$ cat config.mk
export PLATFORM = sky130hd
export DESIGN_NAME = byte_unstriping_rx
export DESIGN_NICKNAME = d
export VERILOG_FILES = /design/src/rtl/byte_unstriping_rx.sv
export SDC_FILE = /design/constraint.sdc
export NUM_CORES = 1
export LEC_CHECK = 0
export CORE_ASPECT_RATIO = 0.6
export CORE_MARGIN = 8
export CORE_UTILIZATION = 45
export CTS_BUF_LIST = sky130_fd_sc_hd__clkbuf_2
export DETAILED_ROUTE_END_ITERATION = 8
export PLACE_DENSITY = 0.72
export SLEW_MARGIN = 20
export SYNTH_ARGS = -nofsm -noshare
export SYNTH_HDL_FRONTEND = slang
export SYNTH_SLANG_ARGS = --single-unit
$ cat constraint.sdc
create_clock -name clk -period 6.7 [get_ports clk]
set_input_delay 1.675 -clock clk [delete_from_list [all_inputs] [get_ports clk]]
set_output_delay 1.675 -clock clk [all_outputs]
set_load 0.05 [all_outputs]
$ cat src/rtl/byte_unstriping_rx.sv
// byte_unstriping_rx
// Reassembles 4-lane striped words into a serial byte stream.
// Each cycle with any lane valid presents one word. Lane0 carries the
// earliest byte. Legal words contain 1..4 bytes and are contiguous from
// lane0. Legal words are buffered in a small FIFO together with their
// byte count. A two-state serializer then drains the FIFO one byte per
// cycle.
//
// Ports
//   clk                  rising-edge clock
//   reset                asynchronous active-low reset
//   data_in0..data_in3   striped lane bytes (WIDTH bits each)
//   valid_in0..valid_in3 per-lane valid bits
//   data_out             serial byte output, registered, 0 when not valid
//   valid_out            data_out carries a byte this cycle, registered
//   lane_err             one-cycle pulse: illegal lane pattern, word dropped
//   overflow             one-cycle pulse: FIFO full, word dropped
module byte_unstriping_rx #(
  parameter int WIDTH      = 8,
  parameter int FIFO_DEPTH = 2
) (
  input  logic             clk,
  input  logic             reset,
  input  logic [WIDTH-1:0] data_in0,
  input  logic [WIDTH-1:0] data_in1,
  input  logic [WIDTH-1:0] data_in2,
  input  logic [WIDTH-1:0] data_in3,
  input  logic             valid_in0,
  input  logic             valid_in1,
  input  logic             valid_in2,
  input  logic             valid_in3,
  output logic [WIDTH-1:0] data_out,
  output logic             valid_out,
  output logic             lane_err,
  output logic             overflow
);

  localparam int AW = $clog2(FIFO_DEPTH);

  typedef enum logic {IDLE, SEND} state_t;

  // FIFO storage: 4 bytes per word plus the byte count.
  logic [3:0][WIDTH-1:0] mem_q     [FIFO_DEPTH];
  logic [2:0]            cnt_mem_q [FIFO_DEPTH];

  // Extra MSB distinguishes full from empty when the addresses match.
  logic [AW:0]      wr_ptr_q, wr_ptr_d;
  logic [AW:0]      rd_ptr_q, rd_ptr_d;
  state_t           state_q;
  logic [1:0]       idx_q;
  logic [WIDTH-1:0] data_out_q;
  logic             valid_out_q;
  logic             lane_err_q;
  logic             overflow_q;

  logic [3:0]       pattern;
  logic             word_present;
  logic             legal;
  logic [2:0]       word_cnt;
  logic             empty;
  logic             full;
  logic             pop;
  logic             push;
  logic [2:0]       head_cnt;
  logic [WIDTH-1:0] head_byte;

  always_comb begin
    pattern      = {valid_in3, valid_in2, valid_in1, valid_in0};
    word_present = |pattern;
    legal        = 1'b1;
    word_cnt     = 3'd0;
    case (pattern)
      4'b0001: word_cnt = 3'd1;
      4'b0011: word_cnt = 3'd2;
      4'b0111: word_cnt = 3'd3;
      4'b1111: word_cnt = 3'd4;
      default: legal    = 1'b0;
    endcase

    empty = (wr_ptr_q == rd_ptr_q);
    full  = (wr_ptr_q[AW] != rd_ptr_q[AW]) &&
            (wr_ptr_q[AW-1:0] == rd_ptr_q[AW-1:0]);

    head_cnt  = cnt_mem_q[rd_ptr_q[AW-1:0]];
    head_byte = mem_q[rd_ptr_q[AW-1:0]][idx_q];

    // The last byte of the head word is issued on this edge: release the slot.
    pop  = (state_q == SEND) && ({1'b0, idx_q} == head_cnt - 3'd1);
    // A pop on the same edge frees a slot, so a full FIFO can still accept.
    push = legal && (!full || pop);

    wr_ptr_d = wr_ptr_q + {{AW{1'b0}}, push};
    rd_ptr_d = rd_ptr_q + {{AW{1'b0}}, pop};
  end

  always_ff @(posedge clk) begin
    if (push) begin
      mem_q[wr_ptr_q[AW-1:0]]     <= {data_in3, data_in2, data_in1, data_in0};
      cnt_mem_q[wr_ptr_q[AW-1:0]] <= word_cnt;
    end
  end

  always_ff @(posedge clk or negedge reset) begin
    if (!reset) begin
      wr_ptr_q    <= '0;
      rd_ptr_q    <= '0;
      state_q     <= IDLE;
      idx_q       <= '0;
      data_out_q  <= '0;
      valid_out_q <= 1'b0;
      lane_err_q  <= 1'b0;
      overflow_q  <= 1'b0;
    end else begin
      wr_ptr_q   <= wr_ptr_d;
      rd_ptr_q   <= rd_ptr_d;
      lane_err_q <= word_present && !legal;
      overflow_q <= legal && full && !pop;
      case (state_q)
        IDLE: begin
          valid_out_q <= 1'b0;
          data_out_q  <= '0;
          idx_q       <= '0;
          if (!empty) state_q <= SEND;
        end
        SEND: begin
          valid_out_q <= 1'b1;
          data_out_q  <= head_byte;
          if (pop) begin
            idx_q <= '0;
            // Staying in SEND when a word remains, including one pushed this
            // edge, gives back-to-back streaming with no bubble.
            state_q <= (wr_ptr_d != rd_ptr_d) ? SEND : IDLE;
          end else begin
            idx_q <= idx_q + 2'd1;
          end
        end
        default: state_q <= IDLE;
      endcase
    end
  end

  assign data_out  = data_out_q;
  assign valid_out = valid_out_q;
  assign lane_err  = lane_err_q;
  assign overflow  = overflow_q;

endmodule
; ---- After elaboration in Yosys (flattened, before gate mapping)
; Memories as Yosys holds them, arrays and structs flattened.
; Cells that the tools add are included.
[totals]
ramBits = 70
out_inout_bits = 11
register_bits = 18
memories = 2
[memory_table]
columns = memory, depth, width, read_ports, rd_clocked_by_memory_dff, write_ports, line
row1 = mem_q, 2, 32, 1, 0, 1, 43  ; logic [3:0][WIDTH-1:0] mem_q [FIFO_DEPTH];
row2 = cnt_mem_q, 2, 3, 1, 0, 1, 44  ; logic [2:0] cnt_mem_q [FIFO_DEPTH];
[classes]
bitwise_logic = 1
n_eq_ne = 9
mux = 14
n_lt_le_gt_ge = 1
reduce_logical = 12
addsub = 4
[ops]
columns = operator, count
row1 = binary-select mux 8 bit (select 2 bit), 1
row2 = case mux 8 bit (2 select lines), 1
row3 = case mux 3 bit (4 select lines), 1
row4 = two-way mux 8 bit, 1
row5 = OR reduction 4 bit, 2
row6 = logical AND 1 bit, 6
row7 = two-way mux 1 bit, 6
row8 = adder 2 x 1 -> 2 bit, 2
row9 = == test 4 x 1 -> 1 bit (second input constant), 1
row10 = == test 4 x 2 -> 1 bit (second input constant), 1
row11 = == test 4 x 3 -> 1 bit (second input constant), 1
row12 = == test 4 bit (second input constant), 1
row13 = case mux 1 bit (2 select lines), 2
row14 = case mux 2 bit (2 select lines), 1
row15 = == test 2 x 3 -> 1 bit, 1
row16 = zero test 1 bit, 3
row17 = less-than comparator 2 x 3 -> 1 bit (second input constant), 1
row18 = subtractor 3 x 1 -> 3 bit (second input constant), 1
row19 = adder 2 x 1 -> 2 bit (second input constant), 1
row20 = == test 2 bit, 1
row21 = two-way mux 2 bit, 1
row22 = != test 2 bit, 1
row23 = == test 1 bit, 1
row24 = logical OR 1 bit, 1
row25 = 2 further kinds, 2

; ---- Longest topological paths before layout
; An unclocked memory read counts as a cell.
[depth]
word_depth = 11
depth_mapped = 13
ltp_nobuf = 11

; ---- Least setup slack after synthesis
; OpenSTA, ideal clock, no wires.
[synth_path]
path_kind = input -> register
startpoint = input valid_in1
endpoint = memory cnt_mem_q[0][0], enable pin
path_stages = 3
t_arrival_ns = 4.794
slack_ns = 1.415
cell_sequence = nand2b_1 > nand3_1 > a311oi_1
[synth_via]
elab_chain_cells = 6
elab_cells_between_ends = 9
cone_classes = eq/ne (4) / mux (3) / reduce/logical (2)
[synth_rtl]
columns = item, line
row1 = start: declaration, 29  ; input logic valid_in1,
row2 = "== test 4 bit, or another cell as far along", 72  ; case (pattern)
row3 = OR reduction 4 bit (no line) *, --
row4 = two-way mux 1 bit *, 72
row5 = logical AND 1 bit *, 90  ; push = legal && (!full || pop);
row6 = two-way mux 1 bit *, 97  ; if (push) begin
row7 = two-way mux 1 bit (implied by the code) *, 99  ; cnt_mem_q[wr_ptr_q[AW-1:0]] <= word_cnt;
row8 = end: declaration, 44
; Every way passes the cells marked *; elsewhere a longest branch is shown, timed or not.

; ---- Worst setup path in the final report
[layout_path]
startpoint = register lane_err_q, in the netlist lane_err
endpoint = output lane_err
[layout_rtl]
columns = item, line
row1 = start: declaration, 53  ; logic lane_err_q;
row2 = start signal: assignment, 116  ; lane_err_q <= word_present && !legal;
row3 = end: declaration, 34  ; output logic lane_err,
; No word-level cell between the ends.

==> summary.txt <==
Timing
  – Final hold violations: 0
  – Worst Tran Pin Value: 0.853 ns
  – Fin crit share: 50.4%
  – Final max-slew violation count: 0
  – RSZ-0062 raised after global routing: no
  – Max-slew headroom: 43.0%
  – Clock Skews: 0.0211 ns
  – Setup-failing EPs final: 0
  – Setup tns final: 0 ns
  – Max frequency: approximately 300 MHz
  – Final hold slack: 0.574 ns
  – Min Tclk post-route: 3.38 ns

Synth
  – Yosys reg bits: 88
  – Async SR Flop Fraction: approximately 20%
  – Syn Nets: 218
  – Primary FF master, synth: edfxtp_1
  – Post-synthesis compound-gate area fraction: between 2 and 3%
  – Simple-Gate Fraction of Synth Area: between 4 and 5%
  – XOR/XNOR Fraction of Synth Area: 2.43%
  – Post-synth cell types: 35
  – Post-synth EDFFs: 70
  – Post-synthesis average cell area: between 15 and 20 um2
  – Cells after synthesis: 178
  – Largest family of logic cells by synthesized area: multiplexers
  – Post-Syn Area: approximately 0.0035 mm2
  – Multiplexer share of the synthesized area: 14.0%
  – Post-Synth Adder-Cell Area: 0.724%
  – Synth Warn #: 0
  – Seq/Total Area, Yosys: 73.9%

Cells and area
  – Synth-to-Final Area Change: 21.6%
  – Antenna Cells: 0
  – Fillers: 578
  – Share of layout cells above drive strength 1: 15.2%
  – Total Nets Final: ~270

Global routing
  – Global-route wire length before repair: between 9 and 10 mm
  – Vias in the first global route: 1,810
  – Antenna violations before repair: 0
  – Routing usage on met3: 5.10%
  – All-Layer GR Usage: 11.7%
  – GRT overflow: 0
  – Met2 usage in global routing: around 17%
  – Most Used Layer, Global Route: met2
  – Largest net degree at the start of global routing: 36
  – GR Layer Usage met1: approximately 15%

Run
  – Total of max-cap violations: 0

Clock tree
  – Hold buffers post-CTS: 0
  – Depth of the CTS H-tree: 3
  – Clock sinks: between 80 and 90
  – Setup bufs post-CTS: 0
  – Post-CTS Resized: 0
  – Worst-Skew Late Latency: between 0.5 and 0.6 ns
  – Root Buffer: clkbuf_2
  – CTS tree: built
  – Clock Path Buffers: 2
  – TritonCTS buffer count: 9
  – Clock transition at path regs: 0.21 ns

Setup path
  – Setup crit end kind: output pin
  – Worst Path Buf+Inv: 1
  – Cells on worst reg2reg path: 11
  – Setup Crit Path Kind: flop to output pin
  – Family with the most delay on the worst path: buffers and inverters
  – Slowest cell on the critical path: clkdlybuf4s50_1
  – CP max FO: 1
  – Worst EP arrival: roughly 1.7 ns
  – R2R Path Start: rd_ptr_q[0]$_DFF_PN0_
  – Startpoint types: flop
  – CP Data Required Time: 5.03 ns
  – CP cell instances: clkdlybuf4s50_1
  – Levels on crit path: 1
  – Worst setup path startpoint: lane_err$_DFF_PN0_
  – Worst path max stage delay: 0.80 ns

Worst hold path
  – Hold Crit Class: flop to flop
  – WHS Path Cells: 1
  – Hold_sp: rd_ptr_q[1]$_DFF_PN0_

Detailed routing
  – Post-DR wirelength/cell: 17.0 um
  – DR iter-0 viols: between 100 and 150
  – DRC: 0
  – First-pass DRT Iterations: 4
  – Total number of vias: 1,742
  – Vias per Instance: 5.11
  – Final antenna-violating net count: 0
  – Routed WL: 5.81 mm

Power
  – Peak supply drop: 0.000147 V
  – Leakage: 1.47 nW
  – Power density over the cells: 417 mW/mm2

Floorplanning
  – # rows: 24
  – Die X-Extent: 129 um
  – Die Y: around 84 um
  – Die ar.: 0.0108 mm2
  – Initial core utilization: a little under half
  – Ports: 49
  – Core area: 0.00736 mm2

Status
  – Status: finished, final reports clean

Place
  – GPL Wtd Cong: 0.783
  – Port-buffer cells: 48
  – Post-DP HPWL: 3.89 mm
==> cell type report <==
class                           count  area, um2  share of cell area, %
Inverter                            3       11.3                  0.268
Clock inverter                      5       71.3                   1.70
Sequential cell                    88       2550                   60.8
Clock buffer                       11       55.1                   1.31
Multi-Input combinational cell     79        877                   20.9
Tap cell                          104        130                   3.10
Timing Repair Buffer               51        503                   12.0
==> report_power, final <==
part | leakage (nW) | switching (mW) | internal (mW)
Combinational | 0.539 | 0.356 | 0.304
Sequential | 0.852 | 0.0894 | 0.723
Clock | 0.0787 | 0.158 | 0.123
Total | 1.47 | 0.603 | 1.15
==> routing by layer <==
layer | vias up | wire length (um)
li1 | 813 | -
met2 | 58 | 2680
met4 | 0 | 93
met1 | 863 | 2690
met3 | 8 | 346
met5 | - | 0
==> cells in the final DEF, fill, tap and decap left out, types with 2 or more instances in the layout <==
cell type | synthesis | layout
clkbuf_2 | 0 | 11
a21oi_1 | 2 | 2
mux2i_1 | 10 | 10
nand3_1 | 2 | 2
nor2b_1 | 8 | 8
xnor2_1 | 2 | 2
dfrtp_1 | 18 | 18
nand2b_1 | 3 | 3
nor2_1 | 4 | 4
buf_4 | 1 | 3
clkdlybuf4s50_1 | 0 | 48
clkinv_1 | 0 | 3
mux4_2 | 16 | 16
bufinv_16 | 0 | 2
inv_1 | 3 | 3
nand2_1 | 8 | 8
xor2_1 | 5 | 5
ha_1 | 2 | 2
edfxtp_1 | 70 | 70
==> stage by stage <==
stage | instance area, um2 | utilization (%) | setup WS [ns] | power, mW | instances
floorplan | 3450 | - | 1.42 | 1.30 | 178
global placement | 4070 | 55.4 | 2.95 | 1.48 | 325
detailed placement | 4070 | 55.4 | 2.86 | 1.49 | 325
CTS | 4200 | 57.1 | 3.24 | 1.77 | 341
global route | 4200 | 57.1 | 3.18 | 1.86 | 341
finish | 4200 | 57.1 | 3.32 | 1.75 | 341
==> cell usage after synthesis, drive strengths merged (2+ instances only) <==
library cell  number  area, um2
nand2              8       30.0
xnor2              2       17.5
nor2b              8       50.1
a21oi              2       10.0
mux4              16        360
edfxtp            70       2100
ha                 2       25.0
clkbuf             2       7.51
nand2b             3       18.8
xor2               5       43.8
inv                3       11.3
buf                6       38.8
nand3              2       10.0
mux2i             11        123
nor2               4       15.0
dfrtp             18        450
==> cells by family after synthesis <==
logic type / after synthesis
muxes: 27
adders and majority gates: 2
xor gates and xnor gates: 8
AOI/OAI and AO/OA: 12
buffers and inverters: 11
and+or+nand+nor: 30
DFF: 88
==> sequential cells by signal (all words and copies together) (netlist names) <==
register,flops
lane_err,1
mem_q,64
rd_ptr_q,2
cnt_mem_q,6
state_q,1
wr_ptr_q,2
overflow,1
data_out,8
idx_q,2
valid_out,1
==> worst paths after layout <==
kind                       slack (ns)                    end
setup / recovery                 3.32               lane_err
hold / removal                   0.57  rd_ptr_q[1]$_DFF_PN0_
setup reg to reg                 3.62      state_q$_DFF_PN0_
hold reg to reg                  0.57  rd_ptr_q[1]$_DFF_PN0_
max in group asynchronous        4.56  data_out[2]$_DFF_PN0_
min in group asynchronous        1.60  data_out[6]$_DFF_PN0_
(Power assumes the default switching activity.)
==> edit, RTL diff (config.mk and constraints unchanged) <==
Register the input `data_in1` before use, cleared by the reset. The logic sees it one clock later. The other inputs are not delayed to match.
--- a/src/rtl/byte_unstriping_rx.sv
+++ b/src/rtl/byte_unstriping_rx.sv
@@ -38,6 +38,16 @@
   localparam int AW = $clog2(FIFO_DEPTH);
 
   typedef enum logic {IDLE, SEND} state_t;
+
+  logic [WIDTH-1:0] data_in1_q;
+
+  always_ff @(posedge clk or negedge reset) begin
+    if (!reset) begin
+      data_in1_q <= '0;
+    end else begin
+      data_in1_q <= data_in1;
+    end
+  end
 
   // FIFO storage: 4 bytes per word plus the byte count.
   logic [3:0][WIDTH-1:0] mem_q     [FIFO_DEPTH];
@@ -95,7 +105,7 @@
 
   always_ff @(posedge clk) begin
     if (push) begin
-      mem_q[wr_ptr_q[AW-1:0]]     <= {data_in3, data_in2, data_in1, data_in0};
+      mem_q[wr_ptr_q[AW-1:0]]     <= {data_in3, data_in2, data_in1_q, data_in0};
       cnt_mem_q[wr_ptr_q[AW-1:0]] <= word_cnt;
     end
   end
Behaviour: not the same (Yosys sat finds a counterexample within 10 cycles, from zero or initial values and one cycle with reset low).
==> edit against the original RTL <==
  * Wire length is 13% higher
  * Highest routed layer unchanged
  * Synthesized area is 6.4% higher
  * Critical endpoint is now data_out[5]
  * Synthesized cell count is 3.9% higher
  * Sequential power is 5.3% higher
  * Sequential cell count is 8 higher
  * Power is 0.78% lower
  * Cell area is 4.0% higher
  * Setup slack worse by 0.013 ns
  * Combinational power is 0.8% higher
==> edit: results (changes against the original RTL) <==
The flow ran to the end, and the final reports show no timing, DRC or antenna violations. The half-perimeter wire length after placement was 4440 um (+14%). The path with the worst hold slack has its endpoint at mem_q[0][9]. The tools report the instance count after placement with tap cells included as 337 (+3.7%). The net switching component of the power is 0.617 mW (+2.4%), and the mean instance size in the synthesized netlist is 19.9 um^2 (+2.4%).

The count of cells along the worst hold path works out to 0 (-1). The layout cell share with drive strength beyond 1 works out to 15.9% (+0.73 points). After synthesis, the cell types taking the most area are edfxtp_1, dfrtp_1, mux4_2, mux2i_1, nor2b_1. Count of nets after finishing: 280 (+2.9%).

The synthesized-area fraction occupied by adder cells is 0.681% (-0.044 points), and the maximum VDD drop is 0.152 mV (+3.8%). The number of vias per cell works out to 5.22 (+2.2%). The run gives 74.9% (+0.97 points) as the fraction of the yosys area taken by sequential cells.

The final clock skew is 0.0244 ns (+0.00326 ns). The total via count in the routed design is 1843 (+5.8%), and the combined global-route utilization of all metal layers is 12.4% (+0.73 points). The logs give 0.793 (+1.3%) for the final weighted congestion in routability-driven placement and 1.53 nW (+4.0%) for the leakage component of the power. The wire length per cell after detailed routing works out to 18.6 um (+9.0%). The setup slack of the worst register-to-register path was 3.36 ns (-0.26 ns); the parity-gate share of the synthesized area counting xor and xnor cells was 2.31% (-0.11 points). The compound-cell area share of the yosys netlist was 2.21% (-0.36 points).

The global-route wire length before repair was 10600 um (+13%); the insertion delay of the later-clocked pin in the worst-skew pair was 0.54 ns (+0.02 ns). The worst slew margin relative to its limit was 42.7% (-0.26 points).
## edit: per-layer routing
layer  vias up  part of all wire, %  track usage [%]
met5         -                    0                0
met4         0                  1.1             4.00
met3         9                  6.3             5.43
met2        48                   47             19.6
met1       954                   45             15.1
li1        832                    -                -
## edit: logic make-up (layout without fill, tap and decap cells)
family	Yosys count	in the layout
flops	96	96
simple gates	32	32
mux	28	28
compound gates	10	10
buf+inv	9	69
xor+xnor	8	8
fa+ha+maj	2	2
## edit: per-stage QoR
step | instance area (um^2) | setup slack [ns] | hold WS (ns)
floorplan | 3680 | 2.48 | 0.420
global placement | 4290 | 2.91 | 0.423
detailed placement | 4290 | 2.85 | 0.429
CTS | 4370 | 3.24 | 0.476
global route | 4370 | 3.10 | 0.482
finish | 4370 | 3.31 | 0.472
## edit: final cells by class
cell class                      count  area [um^2]
Clock buffer                       11         55.1
Clock inverter                      5         23.8
Fill cell                         635         3540
Inverter                            2         7.51
Multi-Input combinational cell     80          892
Sequential cell                    96         2750
Tap cell                          108          135
Timing Repair Buffer               51          503
## edit: how the worst max path moves through the flow
stage                     cells past startpoint         endpoint         from  slack, ns
after global routing                         11          state_q  rd_ptr_q[0]       3.10
after CTS                                     1      data_out[5]  data_out[5]       3.24
after global placement                        5     mem_q[0][30]    valid_in2       2.91
final                                         1      data_out[5]  data_out[5]       3.31
after floorplan                               3  cnt_mem_q[1][0]    valid_in2       2.48
after detailed placement                      5     mem_q[0][30]    valid_in2       2.85
## edit: power by group through the flow
stage | Clock [mW] | Sequential [mW] | Combinational [mW]
2_1_floorplan | 0 | 0.932 | 0.425
3_3_place_gp | 0 | 0.867 | 0.659
3_5_place_dp | 0 | 0.872 | 0.674
4_1_cts | 0.231 | 0.858 | 0.677
5_1_grt | 0.252 | 0.872 | 0.716
6_report | 0.221 | 0.855 | 0.665
